`config.mk`:
```
export PLATFORM = sky130hd
export DESIGN_NAME = axil_arb2_tiny
export DESIGN_NICKNAME = d
export VERILOG_FILES = /design/src/rtl/axil_arb2_tiny.sv
export SDC_FILE = /design/constraint.sdc
export NUM_CORES = 1
export LEC_CHECK = 0
export BUFFER_PORTS_ARGS = -buffer_cell sky130_fd_sc_hd__buf_2
export CORE_AREA = 2 2 172 174
export CTS_CLUSTER_SIZE = 28
export DETAILED_ROUTE_END_ITERATION = 12
export DIE_AREA = 0 0 174 176
export GPL_ROUTABILITY_DRIVEN = 1
export PLACE_DENSITY = 0.34
export SLEW_MARGIN = 0
export SYNTH_ARGS = -nofsm -noshare
export SYNTH_HDL_FRONTEND = slang
export SYNTH_SLANG_ARGS = --single-unit
```
`constraint.sdc`:
```
create_clock -name clk_i -period 1.8 [get_ports clk_i]
set_clock_uncertainty 0.05 [all_clocks]
set_input_delay 0.27 -clock clk_i [delete_from_list [all_inputs] [get_ports clk_i]]
set_output_delay 0.27 -clock clk_i [all_outputs]
set_load 0.1 [all_outputs]
```
`src/rtl/axil_arb2_tiny.sv`:
```
// axil_arb2_tiny: shares one AXI-Lite peripheral port between two masters.
// One transaction in flight at a time; round-robin or fixed-priority grant.
module axil_arb2_tiny #(
    parameter int unsigned ADDR_W = 32,
    parameter int unsigned DATA_W = 32,
    parameter int unsigned RR     = 1
) (
    input  logic                clk_i,
    input  logic                rst_i,
    // master 0
    input  logic                m0_awvalid,
    output logic                m0_awready,
    input  logic [ADDR_W-1:0]   m0_awaddr,
    input  logic [2:0]          m0_awprot,
    input  logic                m0_wvalid,
    output logic                m0_wready,
    input  logic [DATA_W-1:0]   m0_wdata,
    input  logic [DATA_W/8-1:0] m0_wstrb,
    output logic                m0_bvalid,
    input  logic                m0_bready,
    input  logic                m0_arvalid,
    output logic                m0_arready,
    input  logic [ADDR_W-1:0]   m0_araddr,
    input  logic [2:0]          m0_arprot,
    output logic                m0_rvalid,
    input  logic                m0_rready,
    output logic [DATA_W-1:0]   m0_rdata,
    // master 1
    input  logic                m1_awvalid,
    output logic                m1_awready,
    input  logic [ADDR_W-1:0]   m1_awaddr,
    input  logic [2:0]          m1_awprot,
    input  logic                m1_wvalid,
    output logic                m1_wready,
    input  logic [DATA_W-1:0]   m1_wdata,
    input  logic [DATA_W/8-1:0] m1_wstrb,
    output logic                m1_bvalid,
    input  logic                m1_bready,
    input  logic                m1_arvalid,
    output logic                m1_arready,
    input  logic [ADDR_W-1:0]   m1_araddr,
    input  logic [2:0]          m1_arprot,
    output logic                m1_rvalid,
    input  logic                m1_rready,
    output logic [DATA_W-1:0]   m1_rdata,
    // peripheral port
    output logic                s_awvalid,
    input  logic                s_awready,
    output logic [ADDR_W-1:0]   s_awaddr,
    output logic [2:0]          s_awprot,
    output logic                s_wvalid,
    input  logic                s_wready,
    output logic [DATA_W-1:0]   s_wdata,
    output logic [DATA_W/8-1:0] s_wstrb,
    input  logic                s_bvalid,
    output logic                s_bready,
    output logic                s_arvalid,
    input  logic                s_arready,
    output logic [ADDR_W-1:0]   s_araddr,
    output logic [2:0]          s_arprot,
    input  logic                s_rvalid,
    output logic                s_rready,
    input  logic [DATA_W-1:0]   s_rdata,
    output logic                gnt_o,
    output logic                busy_o
);

    typedef enum logic [2:0] {StIdle, StWaddr, StWresp, StRaddr, StRdata} state_e;

    state_e r_state, w_state_d;
    logic   r_gnt, w_gnt_d;
    logic   r_last, w_last_d;
    logic   r_aw_done, w_aw_done_d;
    logic   r_w_done, w_w_done_d;

    logic [1:0] w_wreq, w_req;
    logic       w_winner;
    logic       w_g_awvalid, w_g_wvalid, w_g_bready, w_g_arvalid, w_g_rready;
    logic       w_awready, w_wready, w_bvalid, w_arready, w_rvalid;
    logic       w_aw_now, w_w_now;

    assign w_wreq = {m1_awvalid & m1_wvalid, m0_awvalid & m0_wvalid};
    assign w_req  = w_wreq | {m1_arvalid, m0_arvalid};

    // Contention: round-robin favours whoever was not served last.
    assign w_winner = (w_req == 2'b11) ? ((RR != 0) ? ~r_last : 1'b0) : w_req[1];

    assign w_g_awvalid = r_gnt ? m1_awvalid : m0_awvalid;
    assign w_g_wvalid  = r_gnt ? m1_wvalid  : m0_wvalid;
    assign w_g_bready  = r_gnt ? m1_bready  : m0_bready;
    assign w_g_arvalid = r_gnt ? m1_arvalid : m0_arvalid;
    assign w_g_rready  = r_gnt ? m1_rready  : m0_rready;

    assign s_awaddr = r_gnt ? m1_awaddr : m0_awaddr;
    assign s_awprot = r_gnt ? m1_awprot : m0_awprot;
    assign s_wdata  = r_gnt ? m1_wdata  : m0_wdata;
    assign s_wstrb  = r_gnt ? m1_wstrb  : m0_wstrb;
    assign s_araddr = r_gnt ? m1_araddr : m0_araddr;
    assign s_arprot = r_gnt ? m1_arprot : m0_arprot;

    assign m0_rdata = s_rdata;
    assign m1_rdata = s_rdata;

    assign busy_o = (r_state != StIdle);
    assign gnt_o  = busy_o & r_gnt;

    always_comb begin
        s_awvalid = 1'b0;
        s_wvalid  = 1'b0;
        s_bready  = 1'b0;
        s_arvalid = 1'b0;
        s_rready  = 1'b0;
        w_awready = 1'b0;
        w_wready  = 1'b0;
        w_bvalid  = 1'b0;
        w_arready = 1'b0;
        w_rvalid  = 1'b0;
        case (r_state)
            StWaddr: begin
                s_awvalid = w_g_awvalid & ~r_aw_done;
                s_wvalid  = w_g_wvalid & ~r_w_done;
                w_awready = s_awready & ~r_aw_done;
                w_wready  = s_wready & ~r_w_done;
            end
            StWresp: begin
                w_bvalid = s_bvalid;
                s_bready = w_g_bready;
            end
            StRaddr: begin
                s_arvalid = w_g_arvalid;
                w_arready = s_arready;
            end
            StRdata: begin
                w_rvalid = s_rvalid;
                s_rready = w_g_rready;
            end
            default: ;
        endcase
    end

    assign m0_awready = w_awready & ~r_gnt;
    assign m0_wready  = w_wready  & ~r_gnt;
    assign m0_bvalid  = w_bvalid  & ~r_gnt;
    assign m0_arready = w_arready & ~r_gnt;
    assign m0_rvalid  = w_rvalid  & ~r_gnt;
    assign m1_awready = w_awready & r_gnt;
    assign m1_wready  = w_wready  & r_gnt;
    assign m1_bvalid  = w_bvalid  & r_gnt;
    assign m1_arready = w_arready & r_gnt;
    assign m1_rvalid  = w_rvalid  & r_gnt;

    assign w_aw_now = r_aw_done | (s_awvalid & s_awready);
    assign w_w_now  = r_w_done  | (s_wvalid & s_wready);

    always_comb begin
        w_state_d   = r_state;
        w_gnt_d     = r_gnt;
        w_last_d    = r_last;
        w_aw_done_d = r_aw_done;
        w_w_done_d  = r_w_done;
        case (r_state)
            StIdle: begin
                if (w_req != 2'b00) begin
                    w_gnt_d   = w_winner;
                    // A master asking for both gets its write first.
                    w_state_d = w_wreq[w_winner] ? StWaddr : StRaddr;
                end
            end
            StWaddr: begin
                if (w_aw_now && w_w_now) begin
                    w_state_d   = StWresp;
                    w_aw_done_d = 1'b0;
                    w_w_done_d  = 1'b0;
                end else begin
                    w_aw_done_d = w_aw_now;
                    w_w_done_d  = w_w_now;
                end
            end
            StWresp: begin
                if (s_bvalid && s_bready) begin
                    w_state_d = StIdle;
                    w_last_d  = r_gnt;
                end
            end
            StRaddr: begin
                if (s_arvalid && s_arready) w_state_d = StRdata;
            end
            StRdata: begin
                if (s_rvalid && s_rready) begin
                    w_state_d = StIdle;
                    w_last_d  = r_gnt;
                end
            end
            default: w_state_d = StIdle;
        endcase
    end

    always_ff @(posedge clk_i) begin
        if (rst_i) begin
            r_state   <= StIdle;
            r_gnt     <= 1'b0;
            r_last    <= 1'b1;
            r_aw_done <= 1'b0;
            r_w_done  <= 1'b0;
        end else begin
            r_state   <= w_state_d;
            r_gnt     <= w_gnt_d;
            r_last    <= w_last_d;
            r_aw_done <= w_aw_done_d;
            r_w_done  <= w_w_done_d;
        end
    end

endmodule

```
==> impl_metrics.yaml <==
timing:
  tightest_slew_ps: 273
  relSlewSlack_pct: 81.6
  period_share_pct: 102
  fin_crit_ps: 1840
  grt_setup_unrepaired: "true"
  fmax_mhz: 542
  fin_ws_ps: -45.0
  finalSetupViolations: 65
  final_hold_viol_count: 0
  timing.final.max_slew_violations: 0
route:
  finalWirelength_um: 14800
  vias_per_cell: 3.28
  drtPass1Iterations: 4
  wire_per_inst_um: 15.3
  drc: 0
  drt_iter0_drc: 62
  dr_total_vias: 3154
  ant_nets: 0
clocking:
  cts_buffers: 3
  h-tree-depth: 1
  clkTransAtPathRegs_ps: 40
  cts_tree: "built"
  clock_path_buffers: 2
  cts_root_buffer: "clkbuf_16"
  clock_sinks: 7
  clkLatencyLatePin_ps: 230
floorplanning:
  die-area_mm2: 0.0306
  initial_utilization_pct: 8.24
  row_count: 62
  die_h_um: 176
  die_w_um: 174
  ios: 448
  core_mm2: 0.0285
yosys:
  yosysTopAreaCellShare_pct: 51.2
  synthTopCellsByCount: "mux2_2 (107), buf_4 (64), nor2_1 (16), clkbuf_1 (10), nand2_1 (10)"
  yosys_most_used_dff: "dfxtp_1"
  syn_area_per_cell_um2: 8.59
  yosys.cell_count.top_type: "mux2_2"
  syn_inst: 274
  ys_seq_area_share_pct: 5.95
  syn-cell-area_mm2: 0.00235
  synth_area_leaders: "mux2_2 (51%), buf_4 (20%), dfxtp_1 (6.0%)"
  synth_fp_nets: 535
  synth-edff-count: 0
  async_flop_share_pct: 0
  yosysTopAreaCell: "mux2_2"
  ys_seq_elements: 7
  yosysWarnings: 0
  synth_cell_types: 34
global_routing:
  overflow: 0
  grt_first_pass_wirelength_um: 19700
  grt_max_degree: 31
  track_usage_pct: 8.42
  antenna_found_initial: 2
  grt_pass1_vias: 3293
power:
  ir_worst_vdd_uv: 359
  p_total_mw: 5.96
  power.density_mw_per_mm2: 1030
  p_leak_nw: 2.67
placed_design:
  dp.final_hpwl_um: 11700
  place.port_buffers: 351
  globalplace.congestion: 0.744
  placed_cells: 940
  post-place-ws_ps: 16.2
worst_setup_path:
  critPathKind: "register to output port"
  critPathLaunchType: "register"
  path_max_fanout: 4
  rr_endpoint: "r_state[0]"
  end_kind: "output port"
  cp.required_ps: 1480
  reg2reg_from: "r_gnt"
  worstPathArrival_ps: 1520
  r2r_slack_ps: 40
  rr_worst_depth: 7
min_path:
  worstHoldStart: "rst_i"
  hold_depth: 2
  hp-class: "input pin to register"
  hold_end: "r_state[0]"
run_status:
  violations: "negative setup slack"
  outcome: "finished with violations"
finish:
  fillers: 3214
  final_nets: 839
  layout-drive-gt1-share_pct: 90.8
  finalNonFillerCells: 962
  area_delta_synth_final_pct: 147
run:
  cap_violations: 0
power breakdown:
group	internal, mW	leakage (nW)	total (mW)	switching [mW]
sequential	0.191	0.0585	0.256	0.0651
clock	0.292	0.0409	0.384	0.0917
combinational	1.81	2.57	5.32	3.52
cells by family after synthesis:
kind of cell	synth area share, %
multiplexers	53.1
buffers and inverters	24.2
AO/OA/AOI/OAI	6.86
flip-flops	5.95
AND/OR/NAND/NOR	9.89
routing by layer:
metal	GRT usage, %	up-vias	share of wire (%)	wire length (um)
met5	0	-	0.088	13
met4	1.93	2	1.9	276
met3	2.76	28	8.4	1250
met2	15.1	198	51	7550
met1	9.72	1405	38	5660
li1	-	1521	-	-
cell type report:
cell class | count | area [um2] | area share (%)
Timing Repair Buffer | 379 | 3230 | 55.5
Sequential cell | 7 | 146 | 2.52
Clock inverter | 1 | 5.00 | 0.0861
Tap cell | 384 | 480 | 8.27
Antenna cell | 1 | 2.50 | 0.0430
Inverter | 4 | 20.0 | 0.344
Clock buffer | 3 | 75.1 | 1.29
Multi-Input combinational cell | 183 | 1860 | 31.9
registers in the layout (all words and copies together) (netlist names):
signal     cells
r_w_done       1
r_last         1
r_gnt          1
r_state        3
r_aw_done      1
cell usage in the layout, fill, tap and decap left out, types with 2 or more instances in the layout:
cell type  count
buf_12        33
and3_2         3
nand2_1        8
o22ai_1        2
nand3_1        3
dfxtp_2        2
buf_8          3
mux2i_4        2
nand2b_1       4
inv_1          3
nor4_4         2
o21ai_1        2
nor2_4         5
o21ai_0        3
buf_2        228
a21oi_1        5
and2_4         3
clkbuf_16      6
nor2_2         4
mux2_4        14
a21oi_2        2
buf_4         10
buf_6         97
buf_16         5
nor2_1         7
dfxtp_1        4
mux2_2        94
how the worst max path moves through the flow:
stage | from | end | slack [ps] | depth (start not counted)
floorplan | r_gnt | s_bready | -250 | 3
finish | r_gnt | s_awvalid | -40 | 5
CTS | r_gnt | s_wdata[15] | -100 | 4
global route | r_gnt | s_arvalid | -100 | 6
global placement | r_gnt | r_state[1] | 30 | 6
detailed placement | r_gnt | r_state[0] | 20 | 6
critical path: stages, from the launching register on:
cell and delay, ps:
dfxtp_4 390, buf_12 140, mux2_4 320, buf_6 120, and2_4 150, buf_12 150
timing repair:
action | CTS | global route
buffers inserted | 5 | 5
gates cloned | 3 | 4
hold buffers | 0 | 0
pin swaps | 0 | 7
setup endpoints to repair | 119 | 118
resized for setup | 225 | 59
per-stage QoR:
| stage | instance area, um2 | TNS [ps] | hold slack [ps] | util, % |
|---|---|---|---|---|
| 2_1_floorplan | 2470 | -1190 | 282 | - |
| 3_3_place_gp | 4530 | 0 | 488 | 15.9 |
| 3_5_place_dp | 4530 | 0 | 467 | 15.9 |
| 4_1_cts | 5450 | -6610 | 273 | 19.1 |
| 5_1_grt | 5810 | -4920 | 292 | 20.4 |
| 6_report | 5810 | -773 | 276 | 20.4 |
(Power assumes the default switching activity.)
